$ cat src/rtl/hilo_muldiv_ctrl.sv
`default_nettype none
// ============================================================================
// Module   : hilo_muldiv_ctrl
// Purpose  : HI/LO sequencer for EXE: iterative mul/div, held result, one-shot commit
// Revision : 1.0
// ============================================================================
module hilo_muldiv_ctrl #(
   parameter int MUL_CYCLES = 4,
   parameter int DIV_CYCLES = 32
) (
   input  logic        clk,
   input  logic        reset,
   input  logic        req_valid,
   input  logic [2:0]  req_op,
   input  logic [31:0] src1,
   input  logic [31:0] src2,
   input  logic        accept,
   input  logic        wr_disable,
   input  logic        flush,
   output logic        ready,
   output logic        busy,
   output logic [31:0] result,
   output logic [31:0] hi,
   output logic [31:0] lo
);

   localparam int CNT_W = $clog2(((MUL_CYCLES > DIV_CYCLES) ? MUL_CYCLES : DIV_CYCLES) + 1);

   localparam logic [1:0] S_IDLE = 2'd0;
   localparam logic [1:0] S_MUL  = 2'd1;
   localparam logic [1:0] S_DIV  = 2'd2;
   localparam logic [1:0] S_DONE = 2'd3;

   logic [1:0]       state_q, state_d;
   logic [CNT_W-1:0] cnt_q, cnt_d;
   // quo_q holds the multiplicand or the dividend shifting into the quotient;
   // dvs_q holds the multiplier or the divisor magnitude.
   logic [31:0]      quo_q, quo_d;
   logic [31:0]      rem_q, rem_d;
   logic [31:0]      dvs_q, dvs_d;
   logic             sgn_q, sgn_d;
   logic             s1_q, s1_d;
   logic             s2_q, s2_d;
   logic             dz_q, dz_d;
   logic [31:0]      hi_q, hi_d;
   logic [31:0]      lo_q, lo_d;
   logic [31:0]      phi_q, phi_d;
   logic [31:0]      plo_q, plo_d;

   logic        w_req_signed;
   logic        w_s1, w_s2;
   logic [31:0] w_abs1, w_abs2;
   logic [32:0] w_trial, w_diff;
   logic        w_ge;
   logic [31:0] w_rem_nx, w_quo_nx;
   logic [63:0] w_prod;
   logic        w_commit;

   assign w_req_signed = ~req_op[0];
   assign w_s1         = w_req_signed & src1[31];
   assign w_s2         = w_req_signed & src2[31];
   assign w_abs1       = w_s1 ? -src1 : src1;
   assign w_abs2       = w_s2 ? -src2 : src2;

   assign w_trial  = {rem_q, quo_q[31]};
   assign w_diff   = w_trial - {1'b0, dvs_q};
   assign w_ge     = ~w_diff[32];
   assign w_rem_nx = w_ge ? w_diff[31:0] : w_trial[31:0];
   assign w_quo_nx = {quo_q[30:0], w_ge};

   assign w_prod = {{32{sgn_q & quo_q[31]}}, quo_q} * {{32{sgn_q & dvs_q[31]}}, dvs_q};

   assign w_commit = accept & ~wr_disable & ~flush;

   always_comb begin
      state_d = state_q;
      cnt_d   = cnt_q;
      quo_d   = quo_q;
      rem_d   = rem_q;
      dvs_d   = dvs_q;
      sgn_d   = sgn_q;
      s1_d    = s1_q;
      s2_d    = s2_q;
      dz_d    = dz_q;
      hi_d    = hi_q;
      lo_d    = lo_q;
      phi_d   = phi_q;
      plo_d   = plo_q;

      case (state_q)
         S_IDLE: begin
            if (req_valid && !req_op[2]) begin
               sgn_d = w_req_signed;
               if (!req_op[1]) begin
                  quo_d   = src1;
                  dvs_d   = src2;
                  cnt_d   = CNT_W'(MUL_CYCLES - 1);
                  state_d = S_MUL;
               end else begin
                  quo_d   = w_abs1;
                  dvs_d   = w_abs2;
                  rem_d   = '0;
                  s1_d    = w_s1;
                  s2_d    = w_s2;
                  dz_d    = (src2 == 32'd0);
                  cnt_d   = CNT_W'(DIV_CYCLES - 1);
                  state_d = S_DIV;
               end
            end else if (req_valid && w_commit) begin
               if (req_op == 3'd4) hi_d = src1;
               if (req_op == 3'd5) lo_d = src1;
            end
         end
         S_MUL: begin
            cnt_d = cnt_q - CNT_W'(1);
            if (cnt_q == '0) begin
               phi_d   = w_prod[63:32];
               plo_d   = w_prod[31:0];
               cnt_d   = '0;
               state_d = S_DONE;
            end
         end
         S_DIV: begin
            rem_d = w_rem_nx;
            quo_d = w_quo_nx;
            cnt_d = cnt_q - CNT_W'(1);
            if (cnt_q == '0) begin
               // With a zero divisor the remainder ends as |src1|; re-signing it restores src1.
               plo_d   = dz_q ? 32'hFFFF_FFFF : ((s1_q ^ s2_q) ? -w_quo_nx : w_quo_nx);
               phi_d   = s1_q ? -w_rem_nx : w_rem_nx;
               cnt_d   = '0;
               state_d = S_DONE;
            end
         end
         default: begin
            if (accept) begin
               if (w_commit) begin
                  hi_d = phi_q;
                  lo_d = plo_q;
               end
               state_d = S_IDLE;
            end
         end
      endcase

      if (flush) begin
         state_d = S_IDLE;
         cnt_d   = '0;
      end
   end

   always_ff @(posedge clk) begin
      if (reset) begin
         state_q <= S_IDLE;
         cnt_q   <= '0;
         quo_q   <= '0;
         rem_q   <= '0;
         dvs_q   <= '0;
         sgn_q   <= 1'b0;
         s1_q    <= 1'b0;
         s2_q    <= 1'b0;
         dz_q    <= 1'b0;
         hi_q    <= '0;
         lo_q    <= '0;
         phi_q   <= '0;
         plo_q   <= '0;
      end else begin
         state_q <= state_d;
         cnt_q   <= cnt_d;
         quo_q   <= quo_d;
         rem_q   <= rem_d;
         dvs_q   <= dvs_d;
         sgn_q   <= sgn_d;
         s1_q    <= s1_d;
         s2_q    <= s2_d;
         dz_q    <= dz_d;
         hi_q    <= hi_d;
         lo_q    <= lo_d;
         phi_q   <= phi_d;
         plo_q   <= plo_d;
      end
   end

   assign ready = ((state_q == S_IDLE) && req_valid && req_op[2]) || (state_q == S_DONE);
   assign busy  = (state_q == S_MUL) || (state_q == S_DIV);
   assign hi    = hi_q;
   assign lo    = lo_q;

   always_comb begin
      result = lo_q;
      if (state_q == S_DONE) begin
         result = plo_q;
      end else if ((state_q == S_IDLE) && req_valid) begin
         case (req_op)
            3'd5:    result = src1;
            3'd6:    result = hi_q;
            default: result = lo_q;
         endcase
      end
   end

   a_req_held: assert property (@(posedge clk) disable iff (reset) busy |-> (req_valid || flush));

endmodule
`default_nettype wire

$ cat config.mk
export PLATFORM = sky130hd
export DESIGN_NAME = hilo_muldiv_ctrl
export DESIGN_NICKNAME = d
export VERILOG_FILES = /design/src/rtl/hilo_muldiv_ctrl.sv
export SDC_FILE = /design/constraint.sdc
export NUM_CORES = 2
export LEC_CHECK = 0
export ABC_AREA = 1
export CAP_MARGIN = 20
export CORE_MARGIN = 2
export CORE_UTILIZATION = 58
export CTS_CLUSTER_DIAMETER = 200
export DETAILED_ROUTE_END_ITERATION = 7
export PLACE_DENSITY = 0.85
export REMOVE_ABC_BUFFERS = 1
export SLEW_MARGIN = 20
export SYNTH_ARGS = -nofsm -noshare
export SYNTH_HDL_FRONTEND = slang
export SYNTH_SLANG_ARGS = --single-unit
$ cat constraint.sdc
create_clock -name clk -period 9.07 [get_ports clk]
set_clock_uncertainty 0.15 [all_clocks]
set_input_delay 0.907 -clock clk [delete_from_list [all_inputs] [get_ports clk]]
set_output_delay 0.907 -clock clk [all_outputs]
set_load 0.02 [all_outputs]
==> flow_summary.toml <==
[sta]
finalCriticalPeriod_ns = 8.92
fmax_mhz = 112
final.setup.worst_slack_ns = 0.146
tightest_slew_ns = 1.17
rsz0062_at_grt = "no"
setup_viol = 0
period_share_pct = 98.4
slew_viol_final = 0
hold_violations = 0
tns_ns = 0
timing.slew.headroom_pct = 22.2

[routing]
num_vias = 51853
ant_nets = 0
drt_iter0_drc = 5784
wl_per_cell_microns = 20.8
first_pass_iters = 7
drt_wl_total_microns = 186000
via_per_inst = 5.80
drc_errors = 0

[pwr]
powerDensity_nw_per_um2 = 101
peakVddDrop_mv = 0.145
leakagePower_nw = 32.0

[cts]
clock_latency_ns = 0.62
cts_buffers = 29
hold_buffers = 0
htreeDepth = 1
cts-root-buf = "clkbuf_16"
cts.sinks = 236
clockBufferDepth = 3
clk_pin_slew_ns = 0.06
cts_tree = "built"

[die]
die_h_microns = 316
die_w_microns = 316
rows = 114
die-area_sq_um = 99700
core_area_sq_um = 96600
ioPinCount = 171
start_util_pct = 58.4

[critical_path]
worst-r2r-setup-slack_ns = 0.15
worst_setup_path_end_kind = "register"
start_kind = "register"
path_common_cell = "fa_1"
required_ns = 9.46
slowest_stage = "dfxtp_1"
timing.rr.start = "quo_q[22]"
r2r_cells = 30
crit_type = "register to register"
worstReg2RegEnd = "phi_q[26]"
worstPathArrival_ns = 9.32
cp_max_fo = 14
slowest_delay_ns = 0.92

[synthesis]
yosysSeqAreaShare_pct = 8.38
ys.flop_type = "dfxtp_1"
syn_area_sq_um = 56400
synth-edff-count = 0
synth_area_leaders = "fa_1 40%, inv_1 13%, nand2_1 13%"
ys_types = 55
synth_area_leader_cell = "fa_1"
ys_ff_latch = 236
syn_area_per_cell_sq_um = 7.32
async_flop_share_pct = 0
synthCells = 7704
yosysTopAreaCellShare_pct = 40.0
yosysWarnings = 0

[grt]
grt_max_degree = 94
grt_pass1_vias = 53675
overflow = 0
antenna_found_initial = 1
grt_use_total_pct = 38.0
grt_pass1_wl_microns = 294000

[place]
placed_area_sq_um = 59400
gp_congestion = 1.03
dp_slack_ns = 0.0925
numPortBuffers = 170
dp_hpwl_microns = 152000

[outcome]
status = "finished, final reports clean"

[layout]
syn_to_final_growth_pct = 7.02
design_area_sq_um = 60400
nets = 9099
drive_above_1_share_pct = 4.28

[hold_path]
hold_class = "register to register"
hold_start = "lo[17]"
whs_endpoint = "lo[17]"
holdPathStages = 2

[run]
cap_violations = 0
-- repair_timing --
| item | CTS | global route |
|---|---|---|
| buffers inserted | 0 | 0 |
| gates resized for setup | 0 | 8 |
| endpoints found under the hold margin | 0 | 0 |
| endpoints found under the setup margin | 0 | 2 |
-- critical path, delay by kind of cell, from the launching register on --
kind                     cells  cell delay [ns]
buffers and inverters        7             0.44
AND/OR/NAND/NOR             12             2.32
AO/OA/AOI/OAI                2             0.37
adder cells (fa/ha/maj)      9             4.63
flip-flops                   1             0.92
-- synthesized netlist by cell type (36+ instances only) --
cell      count
dfxtp_1     236
nand2_1    1954
xor2_1       36
ha_1        255
nor3_1       44
xnor2_1      43
o221ai_1     39
buf_1        70
nand3_1     213
inv_1      1964
o21ai_0     406
nor2_1      319
clkbuf_1    325
a21oi_1     300
nand2_2      36
fa_1       1126
a31oi_1      84
-- per-stage QoR --
stage | utilization [%] | std cells | total power, mW | hold WS (ns)
after floorplan | - | 7296 | 3.40 | 0.289
after CTS | 62.5 | 8944 | 5.97 | 0.321
after global placement | 61.5 | 8890 | 4.64 | 0.304
after global routing | 62.5 | 8945 | 6.44 | 0.339
final | 62.5 | 8945 | 6.08 | 0.318
after detailed placement | 61.5 | 8890 | 4.72 | 0.311
-- layout make-up --
type                            instances  area (sq um)
Antenna cell                            1          2.50
Inverter                             1976          7420
Clock inverter                         16           183
Timing Repair Buffer                  318          2930
Multi-Input combinational cell       5084         42700
Sequential cell                       236          4740
Clock buffer                           38           800
Fill cell                            8297         36200
Tap cell                             1276          1600
-- cell usage in the layout, fill, tap and decap left out, drive strengths merged, types with 84 or more instances in the layout --
cell	n
nor2	338
dfxtp	236
a31oi	84
nand3	220
o21ai	419
buf	149
fa	1126
ha	255
nand2	2001
inv	1978
clkdlybuf4s50	169
a21oi	307
-- registers in the layout, summed over array words and instances, names as in the netlist --
name,count
dvs_q,32
hi,32
lo,32
phi_q,32
plo_q,32
quo_q,32
rem_q,32
cnt_q,6
state_q,2
dz_q,1
s1_q,1
s2_q,1
sgn_q,1
-- where the power goes --
group	switching, mW	internal (mW)
registers	0.181	1.12
logic	2.34	1.18
clock network	0.572	0.690
-- worst max path at each step --
stage / to / start / cells past startpoint / slack, ns
5_1_grt: phi_q[26] / quo_q[9] / 31 / 0.02
3_3_place_gp: phi_q[26] / quo_q[16] / 31 / 0.13
4_1_cts: phi_q[26] / quo_q[16] / 31 / 0.06
6_report: phi_q[26] / quo_q[22] / 30 / 0.15
3_5_place_dp: phi_q[26] / quo_q[16] / 31 / 0.09
2_1_floorplan: phi_q[28] / quo_q[31] / 32 / 0.56
-- kinds of logic after synthesis --
kind of cell / count (synthesis) / synth area share [%]
buf+inv: 2384 / 16.0
simple gates: 2683 / 19.4
fa+ha+maj: 1381 / 45.6
flops: 236 / 8.38
xor+xnor: 79 / 1.23
compound gates: 941 / 9.36
-- per-layer routing --
| layer | wire length [microns] | vias up | track usage [%] |
|---|---|---|---|
| met3 | 20000 | 807 | 6.80 |
| met1 | 66300 | 25202 | 47.7 |
| li1 | - | 22566 | - |
| met4 | 13600 | 0 | 23.0 |
| met5 | 0 | - | 0 |
| met2 | 86400 | 3278 | 61.6 |
No activity file was read; power rests on OpenSTA's default activity.
